**config.mk**
```make
export PLATFORM = sky130hd
export DESIGN_NAME = fib_regfile
export DESIGN_NICKNAME = d
export VERILOG_FILES = /design/src/rtl/fib_regfile.sv
export SDC_FILE = /design/constraint.sdc
export NUM_CORES = 1
export LEC_CHECK = 0
export ABC_CLOCK_PERIOD_IN_PS = 11900
export CAP_MARGIN = 20
export CELL_PAD_IN_SITES_DETAIL_PLACEMENT = 0
export CELL_PAD_IN_SITES_GLOBAL_PLACEMENT = 2
export CORE_MARGIN = 2
export CORE_UTILIZATION = 39
export CTS_CLUSTER_DIAMETER = 30
export DETAILED_ROUTE_END_ITERATION = 10
export GPL_ROUTABILITY_DRIVEN = 0
export PLACE_DENSITY_LB_ADDON = 0.1
export SETUP_SLACK_MARGIN = 0.05
export SYNTH_ARGS = -nofsm -noshare
export SYNTH_HDL_FRONTEND = slang
export SYNTH_SLANG_ARGS = --single-unit
```
**constraint.sdc**
```tcl
create_clock -name clk -period 11.9 [get_ports clk]
set_clock_uncertainty 0.05 [all_clocks]
set_input_delay 1.785 -clock clk [delete_from_list [all_inputs] [get_ports clk]]
set_output_delay 1.785 -clock clk [all_outputs]
set_load 0.01 [all_outputs]
```
**src/rtl/fib_regfile.sv**
```systemverilog
// 16-entry register bank behind the Fibonacci sequencer: write-back source select,
// two zero-latency read ports, sticky overflow/bus-error flags and write statistics.
module fib_regfile #(
    parameter int unsigned DATA_W = 16,
    parameter int unsigned ADDR_W = 4,
    parameter int unsigned CNT_W  = 16
) (
    input  logic              clk,
    input  logic              reset,
    input  logic [DATA_W-1:0] imm_in,
    input  logic [DATA_W-1:0] alu_result,
    input  logic              alu_carry,
    input  logic [3:0]        buff_ctrl,
    input  logic              wr_en,
    input  logic [ADDR_W-1:0] wr_addr,
    input  logic [ADDR_W-1:0] rd_addr1,
    input  logic [ADDR_W-1:0] rd_addr2,
    input  logic              clr_flags,
    output logic [DATA_W-1:0] rd_data1,
    output logic [DATA_W-1:0] rd_data2,
    output logic [DATA_W-1:0] last_wr,
    output logic [CNT_W-1:0]  wr_count,
    output logic              ovf_flag,
    output logic              bus_err
);

    localparam int unsigned DEPTH = 2 ** ADDR_W;

    typedef enum logic [1:0] {
        SRC_NONE = 2'd0,
        SRC_IMM  = 2'd1,
        SRC_ALU  = 2'd2
    } src_e;

    logic [DATA_W-1:0] r_regs [DEPTH];
    logic [DATA_W-1:0] r_last_wr;
    logic [CNT_W-1:0]  r_wr_count;
    logic              r_ovf_flag;
    logic              r_bus_err;

    src_e              w_src;
    logic [DATA_W-1:0] w_wr_data;
    logic              w_commit;
    logic              w_ovf_set;
    logic              w_bus_err_set;

    // Immediate bit wins over the ALU pattern; anything else drives no bus source.
    always_comb begin
        w_src = SRC_NONE;
        if (buff_ctrl[0]) begin
            w_src = SRC_IMM;
        end else if (buff_ctrl[3:1] == 3'b111) begin
            w_src = SRC_ALU;
        end
    end

    always_comb begin
        w_wr_data     = (w_src == SRC_IMM) ? imm_in : alu_result;
        w_commit      = wr_en && (w_src != SRC_NONE);
        w_ovf_set     = wr_en && (w_src == SRC_ALU) && alu_carry;
        w_bus_err_set = wr_en && (w_src == SRC_NONE);
    end

    always_ff @(posedge clk or posedge reset) begin
        if (reset) begin
            for (int unsigned i = 0; i < DEPTH; i++) begin
                r_regs[i] <= '0;
            end
        end else if (w_commit) begin
            r_regs[wr_addr] <= w_wr_data;
        end
    end

    // Write statistics; the counter holds at all-ones instead of wrapping.
    always_ff @(posedge clk or posedge reset) begin
        if (reset) begin
            r_last_wr  <= '0;
            r_wr_count <= '0;
        end else if (w_commit) begin
            r_last_wr <= w_wr_data;
            if (r_wr_count != {CNT_W{1'b1}}) begin
                r_wr_count <= r_wr_count + CNT_W'(1);
            end
        end
    end

    // Sticky flags: a set event in the same cycle as clr_flags wins.
    always_ff @(posedge clk or posedge reset) begin
        if (reset) begin
            r_ovf_flag <= 1'b0;
            r_bus_err  <= 1'b0;
        end else begin
            r_ovf_flag <= w_ovf_set     | (r_ovf_flag & ~clr_flags);
            r_bus_err  <= w_bus_err_set | (r_bus_err  & ~clr_flags);
        end
    end

    // No bypass: reads see pre-edge contents so R1 <= R1 + R0 uses old operands.
    assign rd_data1 = r_regs[rd_addr1];
    assign rd_data2 = r_regs[rd_addr2];

    assign last_wr  = r_last_wr;
    assign wr_count = r_wr_count;
    assign ovf_flag = r_ovf_flag;
    assign bus_err  = r_bus_err;

endmodule
```
# After elaboration in Yosys (flattened, before gate mapping)
# Index checks and enable logic that the tools add are counted.
# classes
addsub,1
order_cmp,4
eq_ne,4
muxes,12
bitwise,8
reduce_logical,8
# ops
op,n
$bwmux 256,1
$bmux 16 s4,2
$mux 16,6
$demux 16 s4,1
$add 16x1->16 const B,1
$ne 16x16->1 const B,1
$ge 5x5->1 const B,3
$not 4->5,3
$logic_and 1x1->1,5
$lt 5x1->1 const B,1
$mux 2,2
$eq 3x3->1 const B,1
$and 1x1->1,2
$eq 2x1->1 const B,1
$eq 2x2->1 const B,1
$logic_not 2->1,1
$or 1x1->1,2
$reduce_and 2->1,1
$reduce_bool 2->1,1
$not 1->1,1
# totals
ff_bits,290
input_bits,53
out_inout_bits,66
wordCells,57

# Longest topological paths before layout
# Gate-level depths: netlist of run 1.
# logic_depth
word_depth,7
depth_mapped,9
mapped_depth_nobuf,6

# Worst setup path after synthesis of run 1
# OpenSTA, ideal clock, no wires.
# synth_timing
path_type,input port to output port
start,input port rd_addr1[0]
end,output port rd_data1[10]
arrival_time_ps,3107
required_ps,10065
path_slack_ps,6958
stages,5
path_buffers,2
path_cell_list,buf_2 > buf_2 > mux4_2 > a22oi_1 > nand2_1
# synth_via
elab_chain_len,4
# synth_rtl
item,line,text
from (decl),16,"input logic [ADDR_W-1:0] rd_addr1,"
$not 4->5 (implied by the code),99,assign rd_data1 = r_regs[rd_addr1];
$bmux 16 s4,99,
$mux 16 (implied by the code) (2 in a row),99,
to (decl),19,"output logic [DATA_W-1:0] rd_data1,"
# No other way between the ends. The select of a mux whose other input is x is not followed.

# Worst setup path after layout of run 1
# layout_timing
start,input port rd_addr2[0]
end,output port rd_data2[13]
# layout_via
elab_chain_len,4
# layout_rtl
item,line,text
from (decl),17,"input logic [ADDR_W-1:0] rd_addr2,"
$not 4->5 (implied by the code),100,assign rd_data2 = r_regs[rd_addr2];
$bmux 16 s4,100,
$mux 16 (implied by the code) (2 in a row),100,
to (decl),20,"output logic [DATA_W-1:0] rd_data2,"
# No other way between the ends. The select of a mux whose other input is x is not followed.

==> results of run 1 <==
## cells by family (layout without fill, tap and decap cells)
group	count (synthesis)	in the layout	synth area share
fa+ha+maj	1	1	0.000868
mux	146	146	0.213
buf+inv	117	310	0.0372
xor+xnor	13	13	0.00790
simple gates	367	367	0.108
flops	290	290	0.503
compound gates	341	341	0.130
## flip-flops by register name (all words and copies together) (netlist names)
signal and count:
bus_err 1, last_wr 16, ovf_flag 1, r_regs 256, wr_count 16
## layout by cell type (no fill, tap or decap), types with 10 or more instances in the layout
master / count
nand2_1: 307
dfrtp_1: 290
o21ai_0: 265
mux4_2: 128
clkdlybuf4s50_1: 114
clkbuf_16: 87
a22oi_1: 64
buf_4: 35
bufinv_16: 18
clkinv_2: 15
nand4_1: 13
mux2i_1: 11
clkinvlp_4: 10
## worst max-delay path, stage by stage
cell	delay (ps)
buf_4	420
buf_4	840
mux4_2	590
a22oi_1	230
nand2_1	180
clkdlybuf4s50_1	520
## layer usage
metal,GRT usage,vias up
li1,-,4948
met1,0.359,5470
met2,0.403,318
met3,0.0471,77
met4,0.0943,0
met5,0,-
## synthesized netlist by cell type (all sizes together) (2+ instances only)
cell type | count | area (µm²)
and4 | 5 | 43.8
nor2 | 7 | 28.8
mux4 | 128 | 2880
nor2b | 8 | 50.1
mux2i | 16 | 160
mux2 | 2 | 22.5
buf | 62 | 329
clkbuf | 51 | 193
and2 | 3 | 18.8
nand2 | 308 | 1160
o21ai | 274 | 1370
inv | 4 | 15.0
and3 | 7 | 43.8
dfrtp | 290 | 7260
a22oi | 64 | 480
xnor2 | 5 | 43.8
nand4 | 13 | 81.3
nand3 | 11 | 85.1
xor2 | 8 | 70.1
nor3 | 3 | 20.0
## power breakdown
part	switching, µW	leakage (µW)	internal (µW)
Clock	669	0.00148	1740
Sequential	160	0.00374	1200
Combinational	297	0.00310	356
Total	1130	0.00831	3290
## area by class of cell
class,count,area share
inverter,4,0.00118
timing repair buffer,155,0.0778
clock inverter,55,0.0417
tap,468,0.0307
clock buffer,96,0.119
sequential,290,0.380
multi-input combinational,868,0.350
## stage by stage
stage	cells	total power (µW)
floorplan	1275	1750
CTS	1934	4460
finish	1936	4420
global placement	1782	2000
global route	1936	4610
detailed placement	1783	2020
## worst max-delay path by stage
stage | start | endpoint | cells after the start
2_1_floorplan | reset | bus_err$_DFF_PP0_ | 1
3_3_place_gp | rd_addr2[0] | rd_data2[13] | 6
3_5_place_dp | rd_addr2[0] | rd_data2[13] | 6
4_1_cts | rd_addr2[0] | rd_data2[13] | 6
5_1_grt | rd_addr2[0] | rd_data2[13] | 6
6_report | rd_addr2[0] | rd_data2[13] | 6
==> results.py, run 1 <==
metrics = {
    "finish": {
        "syn_to_final_growth_pct": 32.3,
        "multi_input_area_mm2": 0.00667,
        "ff_latch_area_mm2": 0.00726,
        "n_fill_cell": 3249,
        "stdcell_area_mm2": 0.0191,
        "diodes": 0,
        "drive_above_1_share": 0.232,
        "nNetsFinal": 1455,
        "final_core_util": 0.522,
    },
    "global_route": {
        "grt_start_max_net_pins": 158,
        "globalRouteOverflowTotal": 0,
        "grt_pass1_wl_mm": 71.9,
        "grt_pass1_vias": 11200,
        "antenna_found_initial": 0,
        "track_usage": 0.257,
    },
    "floorplanning": {
        "initial_core_util": 0.395,
        "dieWidth_um": 196,
        "fp.dieArea_mm2": 0.0385,
        "io-pin-count": 119,
        "dieHeight_um": 196,
        "fp.coreArea_mm2": 0.0365,
        "rows": 70,
    },
    "clock_tree": {
        "cts_root_buf": "clkbuf_16",
        "clkLatencyLatePin_ps": 570,
        "cts_resized": 0,
        "cts_tree": "built",
        "postCtsSetupRepairBufs": 0,
        "cts_inserted_buffers": 82,
        "cts_sinks": 290,
        "clk_pin_slew_ps": 40,
        "ctsHoldBuffers": 0,
        "clockBufferDepth": 3,
        "htreeDepth": 3,
    },
    "placement": {
        "placed_area_mm2": 0.0160,
        "pre_cts_slack_ps": 5370,
        "port_buffers": 118,
        "dp_hpwl_mm": 27.7,
    },
    "timing": {
        "rsz0062_at_grt": "false",
        "worst_slew_pin_slew_ps": 1100,
        "min_period_ps": 6470,
        "final_hold_viol_count": 0,
        "holdWs_ps": 423,
        "slew_headroom": 0.269,
        "fin_ws_ps": 5430,
        "slew_viol_final": 0,
        "setup_viol": 0,
        "finalCritPeriodShare": 0.544,
        "fin_setup_tns_ps": 0,
        "max_freq_ghz": 0.154,
    },
    "drt": {
        "wl_per_cell_um": 24.5,
        "vias": 10800,
        "wl_met2_mm": 22.4,
        "drc": 0,
        "met1_length_mm": 21.7,
        "wl_met3_mm": 2.29,
        "viasPerCell": 5.59,
        "wl_mm": 47.5,
        "dr.max_layer_used": "met4",
        "drtPass1Iterations": 5,
        "antenna_left": 0,
        "dr.first_iter.drc_count": 726,
    },
    "critical_path": {
        "rr_worst_depth": 6,
        "worstPathRequired_ps": 10070,
        "cp.arrival_ps": 4640,
        "cp_max_fo": 41,
        "end_kind": "output port",
        "regToRegEndpoint": "wr_count[3]$_DFFE_PP0P_",
        "reg2reg_slack_ps": 9970,
        "startpoint_type": "primary input",
        "critical_path_class": "primary input to output port",
        "rr_startpoint": "wr_count[0]$_DFFE_PP0P_",
    },
    "power": {
        "ir_drop_v": 0.000129,
        "cellLeakagePower_uw": 0.00831,
        "powerDensity_mw_per_mm2": 232,
    },
    "yosys": {
        "async_reset_ff_frac": 1.00,
        "postSynthCellCount": 1275,
        "yosysWarnings": 0,
        "synth_fp_nets": 1329,
        "synth_ff_type": "dfrtp_1",
        "synth_cell_types": 35,
        "ys_seq_area_frac": 0.503,
        "syn_area_mm2": 0.0144,
        "avgSynthCellArea_um2": 11.3,
        "yosys_register_bits": 290,
        "synth_edf_count": 0,
    },
    "min_path": {
        "hold_class": "flip-flop to flip-flop",
        "min_to": "last_wr[8]$_DFFE_PP0P_",
        "worstHoldPathCells": 2,
        "worst_hold_startpoint": "last_wr[8]$_DFFE_PP0P_",
    },
    "status": {
        "status": "finished, final reports clean",
    },
    "flow_run": {
        "max-cap-violations": 0,
    },
}
Power figures use the tool's default switching activity.
==> inputs of run 2 (changes only) <==
--- a/config.mk
+++ b/config.mk
@@ -5,12 +5,12 @@
 export SDC_FILE = /design/constraint.sdc
 export NUM_CORES = 1
 export LEC_CHECK = 0
-export ABC_CLOCK_PERIOD_IN_PS = 11900
+export ABC_CLOCK_PERIOD_IN_PS = 5850
 export CAP_MARGIN = 20
 export CELL_PAD_IN_SITES_DETAIL_PLACEMENT = 0
 export CELL_PAD_IN_SITES_GLOBAL_PLACEMENT = 2
 export CORE_MARGIN = 2
-export CORE_UTILIZATION = 39
+export CORE_UTILIZATION = 36
 export CTS_CLUSTER_DIAMETER = 30
 export DETAILED_ROUTE_END_ITERATION = 10
 export GPL_ROUTABILITY_DRIVEN = 0
==> constraint.sdc (replaced) <==
create_clock -name clk -period 5.85 [get_ports clk]
set_clock_uncertainty 0.05 [all_clocks]
set_input_delay 0.8775 -clock clk [delete_from_list [all_inputs] [get_ports clk]]
set_output_delay 0.8775 -clock clk [all_outputs]
set_load 0.01 [all_outputs]
==> results.py, run 2 (same netlist as run 1, synthesis figures left out) <==
metrics = {
    "drt": {
        "viasPerCell": 5.36,
        "antenna_left": 0,
        "wl_mm": 48.1,
        "wl_per_cell_um": 24.0,
        "dr.first_iter.drc_count": 691,
        "vias": 10700,
        "drc": 0,
        "drtPass1Iterations": 4,
    },
    "clock_tree": {
        "cts_resized": 0,
        "cts_sinks": 290,
        "postCtsSetupRepairBufs": 0,
        "cts_tree": "built",
        "ctsHoldBuffers": 0,
        "clk_pin_slew_ps": 40,
        "htreeDepth": 3,
        "clkLatencyLatePin_ps": 560,
        "cts_inserted_buffers": 81,
        "cts_root_buf": "clkbuf_16",
        "clockBufferDepth": 3,
    },
    "timing": {
        "rsz0062_at_grt": "false",
        "final_hold_viol_count": 0,
        "setup_viol": 0,
        "finalCritPeriodShare": 0.704,
        "min_period_ps": 4120,
        "worst_slew_pin_slew_ps": 1090,
        "max_freq_ghz": 0.243,
        "holdWs_ps": 424,
        "slew_headroom": 0.276,
        "fin_setup_tns_ps": 0,
        "slew_viol_final": 0,
    },
    "power": {
        "ir_drop_v": 0.000207,
        "p_int_uw": 6120,
        "cellLeakagePower_uw": 0.00822,
        "seq_power_share": 0.332,
        "clock_power_share": 0.506,
        "p_comb_frac": 0.163,
        "switching_share": 0.264,
        "p_sw_uw": 2200,
        "powerDensity_mw_per_mm2": 441,
    },
    "critical_path": {
        "cp.arrival_ps": 3190,
        "rr_worst_depth": 6,
        "startpoint_type": "primary input",
        "cp_num_buf_inv": 3,
        "end_kind": "output port",
        "cp_max_fo": 23,
        "worstPathRequired_ps": 4920,
        "path_cells": "buf_4 > buf_4 > mux4_2 > a22oi_1 > nand2_1 > clkdlybuf4s50_1",
        "rr_startpoint": "wr_count[0]$_DFFE_PP0P_",
        "reg2reg_slack_ps": 3960,
        "slowest_stage": "mux4_2",
        "crit_top_cell": "buf_4",
        "max_stage_delay_ps": 540,
        "critical_path_class": "primary input to output port",
        "crit_family": "buffers and inverters",
        "regToRegEndpoint": "wr_count[3]$_DFFE_PP0P_",
    },
    "min_path": {
        "hold_class": "flip-flop to flip-flop",
        "worst_hold_startpoint": "last_wr[5]$_DFFE_PP0P_",
        "min_to": "last_wr[5]$_DFFE_PP0P_",
        "worstHoldPathCells": 2,
    },
    "placement": {
        "port_buffers": 118,
        "dp_hpwl_mm": 29.6,
    },
    "global_route": {
        "grt_pass1_vias": 11200,
        "antenna_found_initial": 2,
        "globalRouteOverflowTotal": 0,
        "grt_pass1_wl_mm": 72.4,
        "track_usage": 0.239,
        "grt_start_max_net_pins": 144,
    },
    "floorplanning": {
        "initial_core_util": 0.364,
        "fp.dieArea_mm2": 0.0417,
        "dieHeight_um": 204,
        "dieWidth_um": 204,
        "fp.coreArea_mm2": 0.0396,
        "rows": 73,
        "io-pin-count": 119,
    },
    "finish": {
        "layout_commonest_cell": "nand2_1",
        "multi_input_area_mm2": 0.00666,
        "syn_to_final_growth_pct": 30.8,
        "regMostFlops": "r_regs",
        "n_fill_cell": 3683,
        "ff_latch_area_mm2": 0.00726,
        "final_cell_mix": "nand2_1, dfrtp_1, o21ai_0, mux4_2, clkdlybuf4s50_1",
        "diodes": 0,
        "largest_register_ffs": 256,
        "drive_above_1_share": 0.230,
        "nNetsFinal": 1468,
    },
    "flow_run": {
        "max-cap-violations": 0,
    },
    "status": {
        "status": "finished, final reports clean",
    },
}
==> run 2: cell count changes in the layout (fill, tap and decap cells not counted), sizes merged <==
cell,delta
bufinv,-14
inv,-3
buf,+14
clkinv,+1
clkbuf,+19
clkinvlp,-8
==> run 2: final cells by class <==
class                      instances  share of cell area
timing repair buffer             169              0.0859
tap                              525              0.0348
clock inverter                    31              0.0143
sequential                       290               0.385
inverter                           4            0.000995
clock buffer                     115               0.126
multi-input combinational        868               0.353
==> run 2: how the worst max path moves through the flow <==
stage | slack (ps) | depth (start not counted) | startpoint | endpoint
3_3_place_gp | 1510 | 5 | rd_addr2[3] | rd_data2[9]
5_1_grt | 1530 | 6 | rd_addr1[0] | rd_data1[9]
3_5_place_dp | 1640 | 6 | buff_ctrl[0] | r_regs[158]$_DFFE_PP0P_
6_report | 1730 | 6 | rd_addr1[0] | rd_data1[9]
4_1_cts | 1690 | 6 | rd_addr2[0] | rd_data2[14]
2_1_floorplan | 1080 | 1 | reset | bus_err$_DFF_PP0_
==> run 2: worst reg2reg max path, delay by kind of cell, from the launching register on <==
| family | cells | cell delay, ps |
|---|---|---|
| and+or+nand+nor | 4 | 990 |
| DFF | 1 | 410 |
| adders and majority gates | 1 | 190 |
| xor gates and xnor gates | 1 | 140 |
==> run 2: power by group through the flow <==
stage	combinational, µW	sequential, µW	clock [µW]
6_report	1350	2760	4210
3_5_place_dp	1370	2770	0
4_1_cts	1370	2750	4280
5_1_grt	1500	2820	4400
2_1_floorplan	874	2690	0
3_3_place_gp	1350	2760	0
==> run 2: per-stage QoR <==
step | worst slack, ps | total power [µW] | utilization | instances | cell area, µm²
after floorplan | 1080 | 3560 | - | 1275 | 14400
after global placement | 1510 | 4100 | 0.408 | 1854 | 16200
after detailed placement | 1640 | 4140 | 0.409 | 1856 | 16200
after CTS | 1690 | 8400 | 0.476 | 2002 | 18900
after global routing | 1530 | 8720 | 0.476 | 2002 | 18900
final | 1730 | 8320 | 0.476 | 2002 | 18900
==> run 2: metal layers <==
layer	wire, µm	global-route usage	up-vias
met4	1220	0.0883	4
met5	22	0	-
li1	-	-	4957
met2	22800	0.376	270
met1	22000	0.333	5423
met3	2140	0.0423	84
==> inputs of run 3 (changes only) <==
--- a/config.mk
+++ b/config.mk
@@ -5,7 +5,7 @@
 export SDC_FILE = /design/constraint.sdc
 export NUM_CORES = 1
 export LEC_CHECK = 0
-export ABC_CLOCK_PERIOD_IN_PS = 5850
+export ABC_CLOCK_PERIOD_IN_PS = 3740
 export CAP_MARGIN = 20
 export CELL_PAD_IN_SITES_DETAIL_PLACEMENT = 0
 export CELL_PAD_IN_SITES_GLOBAL_PLACEMENT = 2
==> constraint.sdc (replaced) <==
create_clock -name clk -period 3.74 [get_ports clk]
set_clock_uncertainty 0.05 [all_clocks]
set_input_delay 0.561 -clock clk [delete_from_list [all_inputs] [get_ports clk]]
set_output_delay 0.561 -clock clk [all_outputs]
set_load 0.01 [all_outputs]
==> results.py, run 3 (same netlist as run 1, synthesis figures left out) <==
metrics = {
    "finish": {
        "layout_commonest_cell": "nand2_1",
        "stdcell_area_mm2": 0.0192,
        "n_fill_cell": 3694,
        "largest_register_ffs": 256,
        "nNetsFinal": 1473,
        "syn_to_final_growth_pct": 32.9,
        "diodes": 0,
        "final_cell_mix": "nand2_1, dfrtp_1, o21ai_0, mux4_2, clkdlybuf4s50_1",
        "drive_above_1_share": 0.238,
        "regMostFlops": "r_regs",
    },
    "timing": {
        "final_hold_viol_count": 0,
        "min_period_ps": 3220,
        "finalCritPeriodShare": 0.862,
        "holdWs_ps": 434,
        "slew_headroom": 0.406,
        "slew_viol_final": 0,
        "worst_slew_pin_slew_ps": 890,
        "max_freq_ghz": 0.310,
        "fin_setup_tns_ps": 0,
        "setup_viol": 0,
        "rsz0062_at_grt": "false",
    },
    "clock_tree": {
        "clkLatencyLatePin_ps": 580,
        "clockBufferDepth": 3,
        "htreeDepth": 3,
        "cts_root_buf": "clkbuf_16",
        "postCtsSetupRepairBufs": 0,
        "cts_tree": "built",
        "cts_resized": 0,
        "ctsHoldBuffers": 0,
        "clk_pin_slew_ps": 40,
        "cts_sinks": 290,
        "cts_inserted_buffers": 78,
    },
    "drt": {
        "wl_mm": 47.3,
        "wl_met2_mm": 23.3,
        "vias": 10700,
        "dr.first_iter.drc_count": 593,
        "drc": 0,
        "wl_per_cell_um": 23.6,
        "wl_met3_mm": 2.05,
        "met1_length_mm": 20.9,
        "antenna_left": 0,
        "viasPerCell": 5.33,
        "dr.max_layer_used": "met4",
        "drtPass1Iterations": 5,
    },
    "floorplanning": {
        "rows": 73,
        "dieWidth_um": 204,
        "io-pin-count": 119,
        "dieHeight_um": 204,
        "fp.coreArea_mm2": 0.0396,
        "fp.dieArea_mm2": 0.0417,
        "initial_core_util": 0.364,
    },
    "min_path": {
        "hold_class": "flip-flop to flip-flop",
    },
    "critical_path": {
        "worstPathRequired_ps": 3130,
        "cp.arrival_ps": 2610,
        "path_cells": "buf_4 > buf_4 > mux4_2 > a22oi_1 > nand2_1 > clkdlybuf4s50_1",
        "critical_path_class": "primary input to output port",
        "slowest_stage": "clkdlybuf4s50_1",
        "crit_family": "buffers and inverters",
        "reg2reg_slack_ps": 1840,
        "startpoint_type": "primary input",
        "crit_top_cell": "buf_4",
        "cp_num_buf_inv": 3,
        "cp_max_fo": 13,
        "end_kind": "output port",
        "max_stage_delay_ps": 540,
    },
    "global_route": {
        "antenna_found_initial": 0,
        "grt_start_max_net_pins": 73,
        "globalRouteOverflowTotal": 0,
        "grt_pass1_vias": 11400,
        "track_usage": 0.237,
        "grt_pass1_wl_mm": 71.8,
    },
    "power": {
        "powerDensity_mw_per_mm2": 702,
        "ir_drop_v": 0.000359,
        "cellLeakagePower_uw": 0.00831,
    },
    "placement": {
        "port_buffers": 118,
        "dp_hpwl_mm": 29.0,
        "placed_area_mm2": 0.0164,
    },
    "flow_run": {
        "max-cap-violations": 0,
    },
    "status": {
        "status": "finished, final reports clean",
    },
}
[run 3: changes by cell type in the layout (fill, tap and decap cells not counted), moves of 2 or more]
cell / previous run / this run
clkinv_2: 23 / 10
clkinvlp_4: 2 / 12
buf_12: 3 / 12
bufinv_16: 4 / 13
clkbuf_1: 14 / 5
clkinv_4: 0 / 8
clkbuf_8: 18 / 11
clkbuf_16: 83 / 79
clkinv_8: 0 / 2
[run 3: stage by stage]
stage	total power (µW)	util	setup WS [ps]	instances
2_1_floorplan	5570	-	-718	1275
4_1_cts	13600	0.483	504	2007
6_report	13400	0.483	517	2007
3_3_place_gp	6410	0.413	512	1864
5_1_grt	14100	0.483	408	2007
3_5_place_dp	6470	0.413	518	1864
[run 3: area by class of cell]
class	count	area, µm²	share of cell area
repair buffers	177	1760	0.0921
clock inverters	48	661	0.0345
inverters	4	18.8	0.000979
flip-flops and latches	290	7260	0.379
well taps	525	657	0.0343
clock buffers	95	2150	0.112
multi-input cells	868	6660	0.348
[run 3: power breakdown]
group / total (µW) / internal, µW / switching [µW]
clock: 7040 / 4970 / 2070
sequential: 4320 / 3800 / 515
combinational: 2090 / 1160 / 934
total: 13400 / 9930 / 3520
[run 3: path summary, 6_finish.rpt]
path,start,cells past startpoint,endpoint
worst max-delay path,rd_addr1[0],6,rd_data1[14]
worst min-delay path,last_wr[8]$_DFFE_PP0P_,2,last_wr[8]$_DFFE_PP0P_
worst max register to register,wr_count[0]$_DFFE_PP0P_,6,wr_count[3]$_DFFE_PP0P_
worst min register to register,last_wr[8]$_DFFE_PP0P_,2,last_wr[8]$_DFFE_PP0P_
max in group asynchronous,reset,3,r_regs[78]$_DFFE_PP0P_
min in group asynchronous,reset,2,last_wr[9]$_DFFE_PP0P_
[run 3: layer usage]
metal | up-vias | GRT usage
met2 | 259 | 0.391
met3 | 73 | 0.0474
met4 | 0 | 0.0743
met5 | - | 0
met1 | 5392 | 0.314
li1 | 4976 | -
[run 3: worst reg2reg max path, cell delays in order, from the launching register on]
cell	delay [ps]
dfrtp_1	410
ha_1	190
nand3_1	200
nor4_4	420
nor2_2	140
and4_1	240
xor2_1	140
